## src/rtl/cac_scan_if.sv

```systemverilog
// Candidate-table scan bus: table write ports, scan start and scan results.
// The master side (BIRA analysis FSM) writes entries and starts scans;
// the slave side (cac_scan_ctrl) owns the table and reports results.
interface cac_scan_if #(
    parameter int NR     = 4,
    parameter int NC     = 4,
    parameter int ADDR_W = 10,
    parameter int BNK_W  = 2
);
    localparam int RI_W = $clog2(NR);
    localparam int CI_W = $clog2(NC);
    localparam int HC_W = $clog2(NR * NC + 1);

    logic              row_wr;
    logic [RI_W-1:0]   row_idx;
    logic [ADDR_W-1:0] row_addr;
    logic [BNK_W-1:0]  row_bnk;
    logic              col_wr;
    logic [CI_W-1:0]   col_idx;
    logic [ADDR_W-1:0] col_addr;
    logic [BNK_W-1:0]  col_bnk;
    logic              start;
    logic              busy;
    logic              done;
    logic [NR*NC-1:0]  hit_matrix;
    logic [HC_W-1:0]   hit_cnt;
    logic              first_vld;
    logic [RI_W-1:0]   first_row;
    logic [CI_W-1:0]   first_col;

    modport master (
        output row_wr, row_idx, row_addr, row_bnk,
        output col_wr, col_idx, col_addr, col_bnk,
        output start,
        input  busy, done, hit_matrix, hit_cnt, first_vld, first_row, first_col
    );

    modport slave (
        input  row_wr, row_idx, row_addr, row_bnk,
        input  col_wr, col_idx, col_addr, col_bnk,
        input  start,
        output busy, done, hit_matrix, hit_cnt, first_vld, first_row, first_col
    );
endinterface

```

## src/rtl/cac_scan_ctrl.sv

```systemverilog
// Candidate address comparator scan sequencer.
// Sweeps one shared comparator over every (row, column) candidate pair,
// one pair per cycle, and reports hit matrix, hit count and first hit.
// Optional macro CAC_EARLY_ABORT_EN: stop the sweep on the first match.
module cac_scan_ctrl #(
    parameter int NR     = 4,
    parameter int NC     = 4,
    parameter int ADDR_W = 10,
    parameter int BNK_W  = 2
) (
    input  logic        clk,
    input  logic        rst,
    cac_scan_if.slave   bus
);
    localparam int RI_W = $clog2(NR);
    localparam int CI_W = $clog2(NC);
    localparam int PI_W = RI_W + CI_W;
    localparam int HC_W = $clog2(NR * NC + 1);

    localparam logic [1:0] ST_IDLE = 2'd0;
    localparam logic [1:0] ST_SCAN = 2'd1;
    localparam logic [1:0] ST_DONE = 2'd2;

    logic [ADDR_W-1:0] row_addr_q [NR];
    logic [BNK_W-1:0]  row_bnk_q  [NR];
    logic [ADDR_W-1:0] col_addr_q [NC];
    logic [BNK_W-1:0]  col_bnk_q  [NC];

    logic [1:0]       state_q, state_d;
    logic [RI_W-1:0]  r_q, r_d;
    logic [CI_W-1:0]  c_q, c_d;
    logic [NR*NC-1:0] hm_q, hm_d;
    logic [HC_W-1:0]  cnt_q, cnt_d;
    logic             fv_q, fv_d;
    logic [RI_W-1:0]  fr_q, fr_d;
    logic [CI_W-1:0]  fc_q, fc_d;

    logic             pair_hit;
    logic             last_pair;
    logic [PI_W-1:0]  pair_idx;

    // Shared comparator: both tags valid, same bank, same address.
    assign pair_hit  = (row_bnk_q[r_q] != '0) && (col_bnk_q[c_q] != '0) &&
                       (row_bnk_q[r_q] == col_bnk_q[c_q]) &&
                       (row_addr_q[r_q] == col_addr_q[c_q]);
    assign last_pair = (r_q == RI_W'(NR - 1)) && (c_q == CI_W'(NC - 1));
    // Power-of-2 table sizes make {r,c} equal to r*NC+c.
    assign pair_idx  = {r_q, c_q};

    // Candidate table: writable only while idle so a scan sees a stable table.
    always_ff @(posedge clk) begin
        if (rst) begin
            for (int i = 0; i < NR; i++) begin
                row_addr_q[i] <= '0;
                row_bnk_q[i]  <= '0;
            end
            for (int j = 0; j < NC; j++) begin
                col_addr_q[j] <= '0;
                col_bnk_q[j]  <= '0;
            end
        end else if (state_q == ST_IDLE) begin
            if (bus.row_wr) begin
                row_addr_q[bus.row_idx] <= bus.row_addr;
                row_bnk_q[bus.row_idx]  <= bus.row_bnk;
            end
            if (bus.col_wr) begin
                col_addr_q[bus.col_idx] <= bus.col_addr;
                col_bnk_q[bus.col_idx]  <= bus.col_bnk;
            end
        end
    end

    // Scan sequencing and result accumulation.
    always_comb begin
        state_d = state_q;
        r_d     = r_q;
        c_d     = c_q;
        hm_d    = hm_q;
        cnt_d   = cnt_q;
        fv_d    = fv_q;
        fr_d    = fr_q;
        fc_d    = fc_q;
        case (state_q)
            ST_IDLE: begin
                if (bus.start) begin
                    state_d = ST_SCAN;
                    r_d     = '0;
                    c_d     = '0;
                    hm_d    = '0;
                    cnt_d   = '0;
                    fv_d    = 1'b0;
                    fr_d    = '0;
                    fc_d    = '0;
                end
            end
            ST_SCAN: begin
                c_d = c_q + CI_W'(1);
                if (c_q == CI_W'(NC - 1)) begin
                    r_d = r_q + RI_W'(1);
                end
                if (last_pair) begin
                    state_d = ST_DONE;
                end
                if (pair_hit) begin
                    hm_d[pair_idx] = 1'b1;
                    cnt_d          = cnt_q + HC_W'(1);
                    if (!fv_q) begin
                        fv_d = 1'b1;
                        fr_d = r_q;
                        fc_d = c_q;
`ifdef CAC_EARLY_ABORT_EN
                        state_d = ST_DONE;
`endif
                    end
                end
            end
            ST_DONE: begin
                state_d = ST_IDLE;
            end
            default: begin
                state_d = ST_IDLE;
            end
        endcase
    end

    // State and result registers; reset returns everything to idle/zero.
    always_ff @(posedge clk) begin
        if (rst) begin
            state_q <= ST_IDLE;
            r_q     <= '0;
            c_q     <= '0;
            hm_q    <= '0;
            cnt_q   <= '0;
            fv_q    <= 1'b0;
            fr_q    <= '0;
            fc_q    <= '0;
        end else begin
            state_q <= state_d;
            r_q     <= r_d;
            c_q     <= c_d;
            hm_q    <= hm_d;
            cnt_q   <= cnt_d;
            fv_q    <= fv_d;
            fr_q    <= fr_d;
            fc_q    <= fc_d;
        end
    end

    assign bus.busy       = (state_q == ST_SCAN);
    assign bus.done       = (state_q == ST_DONE);
    assign bus.hit_matrix = hm_q;
    assign bus.hit_cnt    = cnt_q;
    assign bus.first_vld  = fv_q;
    assign bus.first_row  = fr_q;
    assign bus.first_col  = fc_q;
endmodule

```

## src/flat_wrapper.sv

```systemverilog
// flat-port wrapper written by rule: the top's interface ports become plain ports
module cac_scan_ctrl_flat 
#(
    parameter int NR     = 4,
    parameter int NC     = 4,
    parameter int ADDR_W = 10,
    parameter int BNK_W  = 2
)
  (clk, rst, bus_row_wr, bus_row_idx, bus_row_addr, bus_row_bnk, bus_col_wr, bus_col_idx, bus_col_addr, bus_col_bnk, bus_start, bus_busy, bus_done, bus_hit_matrix, bus_hit_cnt, bus_first_vld, bus_first_row, bus_first_col);
  cac_scan_if #(.NR(NR), .NC(NC), .ADDR_W(ADDR_W), .BNK_W(BNK_W)) bus_i ();
  input  logic clk;
  input  logic rst;
  input wire logic [$bits(bus_i.row_wr)-1:0] bus_row_wr;
  input wire logic [$bits(bus_i.row_idx)-1:0] bus_row_idx;
  input wire logic [$bits(bus_i.row_addr)-1:0] bus_row_addr;
  input wire logic [$bits(bus_i.row_bnk)-1:0] bus_row_bnk;
  input wire logic [$bits(bus_i.col_wr)-1:0] bus_col_wr;
  input wire logic [$bits(bus_i.col_idx)-1:0] bus_col_idx;
  input wire logic [$bits(bus_i.col_addr)-1:0] bus_col_addr;
  input wire logic [$bits(bus_i.col_bnk)-1:0] bus_col_bnk;
  input wire logic [$bits(bus_i.start)-1:0] bus_start;
  output wire logic [$bits(bus_i.busy)-1:0] bus_busy;
  output wire logic [$bits(bus_i.done)-1:0] bus_done;
  output wire logic [$bits(bus_i.hit_matrix)-1:0] bus_hit_matrix;
  output wire logic [$bits(bus_i.hit_cnt)-1:0] bus_hit_cnt;
  output wire logic [$bits(bus_i.first_vld)-1:0] bus_first_vld;
  output wire logic [$bits(bus_i.first_row)-1:0] bus_first_row;
  output wire logic [$bits(bus_i.first_col)-1:0] bus_first_col;
  assign bus_i.row_wr = bus_row_wr;
  assign bus_i.row_idx = bus_row_idx;
  assign bus_i.row_addr = bus_row_addr;
  assign bus_i.row_bnk = bus_row_bnk;
  assign bus_i.col_wr = bus_col_wr;
  assign bus_i.col_idx = bus_col_idx;
  assign bus_i.col_addr = bus_col_addr;
  assign bus_i.col_bnk = bus_col_bnk;
  assign bus_i.start = bus_start;
  assign bus_busy = bus_i.busy;
  assign bus_done = bus_i.done;
  assign bus_hit_matrix = bus_i.hit_matrix;
  assign bus_hit_cnt = bus_i.hit_cnt;
  assign bus_first_vld = bus_i.first_vld;
  assign bus_first_row = bus_i.first_row;
  assign bus_first_col = bus_i.first_col;
  cac_scan_ctrl #(.NR(NR), .NC(NC), .ADDR_W(ADDR_W), .BNK_W(BNK_W)) u_core (.clk(clk), .rst(rst), .bus(bus_i));
endmodule
```

## config.mk

```make
export PLATFORM = sky130hd
export DESIGN_NAME = cac_scan_ctrl_flat
export DESIGN_NICKNAME = d
export VERILOG_FILES = /design/src/rtl/cac_scan_if.sv /design/src/rtl/cac_scan_ctrl.sv /design/src/flat_wrapper.sv
export SDC_FILE = /design/constraint.sdc
export NUM_CORES = 1
export LEC_CHECK = 0
export BUFFER_PORTS_ARGS = -buffer_cell sky130_fd_sc_hd__buf_2
export CAP_MARGIN = 10
export CORE_MARGIN = 2
export CORE_UTILIZATION = 63
export CTS_BUF_LIST = sky130_fd_sc_hd__clkbuf_8 sky130_fd_sc_hd__clkbuf_16
export DETAILED_ROUTE_END_ITERATION = 8
export PLACE_DENSITY_LB_ADDON = 0.15
export SETUP_SLACK_MARGIN = 0.02
export SYNTH_ARGS = -nofsm -noshare
export SYNTH_HDL_FRONTEND = slang
export SYNTH_SLANG_ARGS = --single-unit
```

## constraint.sdc

```tcl
create_clock -name clk -period 5.1 [get_ports clk]
set_input_delay 0.765 -clock clk [delete_from_list [all_inputs] [get_ports clk]]
set_output_delay 0.765 -clock clk [all_outputs]
set_load 0.01 [all_outputs]
```

==> results.cfg <==
[clock_tree]
cts-resized-gates = 0
cts_root_buf = clkbuf_8
clock-sinks = 132
clk_pin_slew_ns = 0.06
numCtsBuffers = 17
clk_latency_ns = 0.51
cts_tree = done
cts_buffer_depth = 2
cts_htree_levels = 4
hold_buffers = 0
postCtsSetupBuffers = 0

[cells_and_area]
layout_common_cells = and2_1 (97), edfxtp_1 (96), buf_2 (60), dfxtp_1 (36), nand2_1 (26)
diodes = 0
syn_to_final_growth_pct = 17.2
drive_above_1_share_pct = 25.8
final_common_cell = and2_1
fin_cells = 627
design_area_um2 = 6900
fin_nets = 545
post-route-util_pct = 75.4

[global_route]
grtUsageTotal_pct = 25.7
antenna_found_initial = 0
grt_pass1_vias = 3673
grt_max_degree = 37
grt_pass1_wl_um = 19200
gr-total-overflow = 0

[routing]
wl_per_cell_um = 19.3
drt_iter0_markers = 288
ant_nets = 0
vias = 3704
drt-total-wl_um = 12100
firstDrtPassIters = 5
viasPerCell = 5.91
drc_errors = 0

[synthesis]
synth_seq_cells = 132
synth_cell_types = 42
synth.avg_cell_area_um2 = 13.4
syn_nets = 480
ys_async_sr_fraction_pct = 0
yosys_warnings = 0
synthCells = 438
seq_area_frac_synth_pct = 61.2
synth_ff_type = edfxtp_1
synth_edf_count = 96
syn-cell-area_um2 = 5890
yosys.area.top_type = edfxtp_1
ys_top_cells_by_area = edfxtp_1 (49%), dfxtp_1 (12%), and2_1 (10%)
yosys.area.top_type_share_pct = 48.9

[timing]
hold_ws_ns = 0.459
slew_viol_final = 0
fmax_mhz = 324
max_slew_margin_pct = 41.3
rsz0062_at_grt = no
final-hold-violation-count = 0
setup_violations = 0
period_share_pct = 60.4
worst_pin_slew_ns = 0.878
period_minus_slack_ns = 3.08
skew_ns = 0.0115
tns_ns = 0

[critical_path]
crit_path_start_kind = flip-flop
slowest_delay_ns = 0.84
worstPathArrival_ns = 3.50
ff2ff_setup_slack_ns = 2.02
critPathSlowestCell = dfxtp_1
cp_data_required_time_ns = 5.52
path_class = reg2reg
critPathCaptureType = flip-flop
path_cells = mux4_1 > nor4bb_1 > a31o_2 > nand4_2 > buf_4 > or4_1 > a31oi_1
worst-path-max-fanout = 36

[placement]
dpl_cell_area_um2 = 6290
dp_cells = 594
gp_congestion = 0.899
port_buffers = 60
post-dp-hpwl_um = 7920

[outcome]
status = completed

[floorplan]
start_util_pct = 64.4
ios = 61
fp.dieH_um = 101
design.core.area_um2 = 9150
die_w_um = 101
die_area_um2 = 10100
row_count = 35

[power_and_ir_drop]
cellLeakagePower_nw = 2.71
p_per_area_nw_per_um2 = 376
ir_drop_mv = 0.243

[hold_path]
hold_path.class = reg2reg

[run]
maxCapViolCount = 0
metal layers:
| metal | vias up | GRT usage (%) | share of wire, % |
|---|---|---|---|
| met3 | 15 | 6.59 | 5.0 |
| met2 | 115 | 42.0 | 51 |
| met5 | - | 0 | 0 |
| met1 | 1850 | 34.8 | 43 |
| li1 | 1724 | - | - |
| met4 | 0 | 6.74 | 1.1 |
per-stage QoR:
stage	worst slack [ns]	power (mW)
global route	1.83	2.67
CTS	2.03	2.61
floorplan	2.75	1.33
detailed placement	2.04	1.38
finish	2.02	2.59
global placement	2.12	1.38
cells in the mapped netlist (3+ instances only):
library cell,count
a21oi_1,20
a22oi_1,3
a31oi_1,4
and2_1,97
clkbuf_1,19
dfxtp_1,36
edfxtp_1,96
ha_1,9
inv_1,10
mux4_2,23
nand2_1,26
nand2b_1,3
nand3_1,9
nor2_1,10
nor3_1,3
o211ai_1,4
o21a_1,16
o21ai_0,3
o221a_2,3
or2_2,5
or4_1,4
xor2_1,10
power by group:
part	internal, mW	switching, mW
clock	0.789	0.440
sequential	1.20	0.0212
combinational	0.0594	0.0856
total	2.05	0.547
area by class of cell:
type	count	area (um2)
Fill cell	584	2250
Clock inverter	15	193
Multi-Input combinational cell	273	2150
Timing Repair Buffer	69	368
Sequential cell	132	3600
Tap cell	111	139
Inverter	10	37.5
Clock buffer	17	414
path summary, 6_finish.rpt:
path	start	to	cells past startpoint
max	flip-flop	u_core.bus.first_col[0]	7
min	u_core.bus.hit_matrix[15]	u_core.bus.hit_matrix[15]	1
max reg2reg	flip-flop	u_core.bus.first_col[0]	7
min reg2reg	u_core.bus.hit_matrix[15]	u_core.bus.hit_matrix[15]	1
flip-flops by register name, summed over array words and instances (netlist names), named ones only:
name                   count
u_core.bus.first_col       2
u_core.bus.first_row       2
u_core.bus.first_vld       1
u_core.bus.hit_cnt         5
u_core.bus.hit_matrix     16
u_core.c_q                 2
u_core.col_addr_q         40
u_core.col_bnk_q           8
u_core.r_q                 2
u_core.row_addr_q         40
u_core.row_bnk_q           8
u_core.state_q             2
critical path: cells and delay by family, from the launching register on:
kind	cells	cell delay [ns]
AOI/OAI and AO/OA	2	0.36
buffers and inverters	1	0.25
DFF	1	0.84
muxes	1	0.70
and+or+nand+nor	3	0.83
kinds of logic (layout without fill, tap and decap cells):
family	count (synthesis)	after routing	share of synthesized area (%)
AO/OA/AOI/OAI	60	60	6.88
XOR/XNOR	12	12	1.78
adder cells (fa/ha/maj)	9	9	1.91
buffers and inverters	33	111	2.38
flip-flops	132	132	61.2
multiplexers	25	25	9.41
AND/OR/NAND/NOR	167	167	16.5
Power figures use the tool's default switching activity.
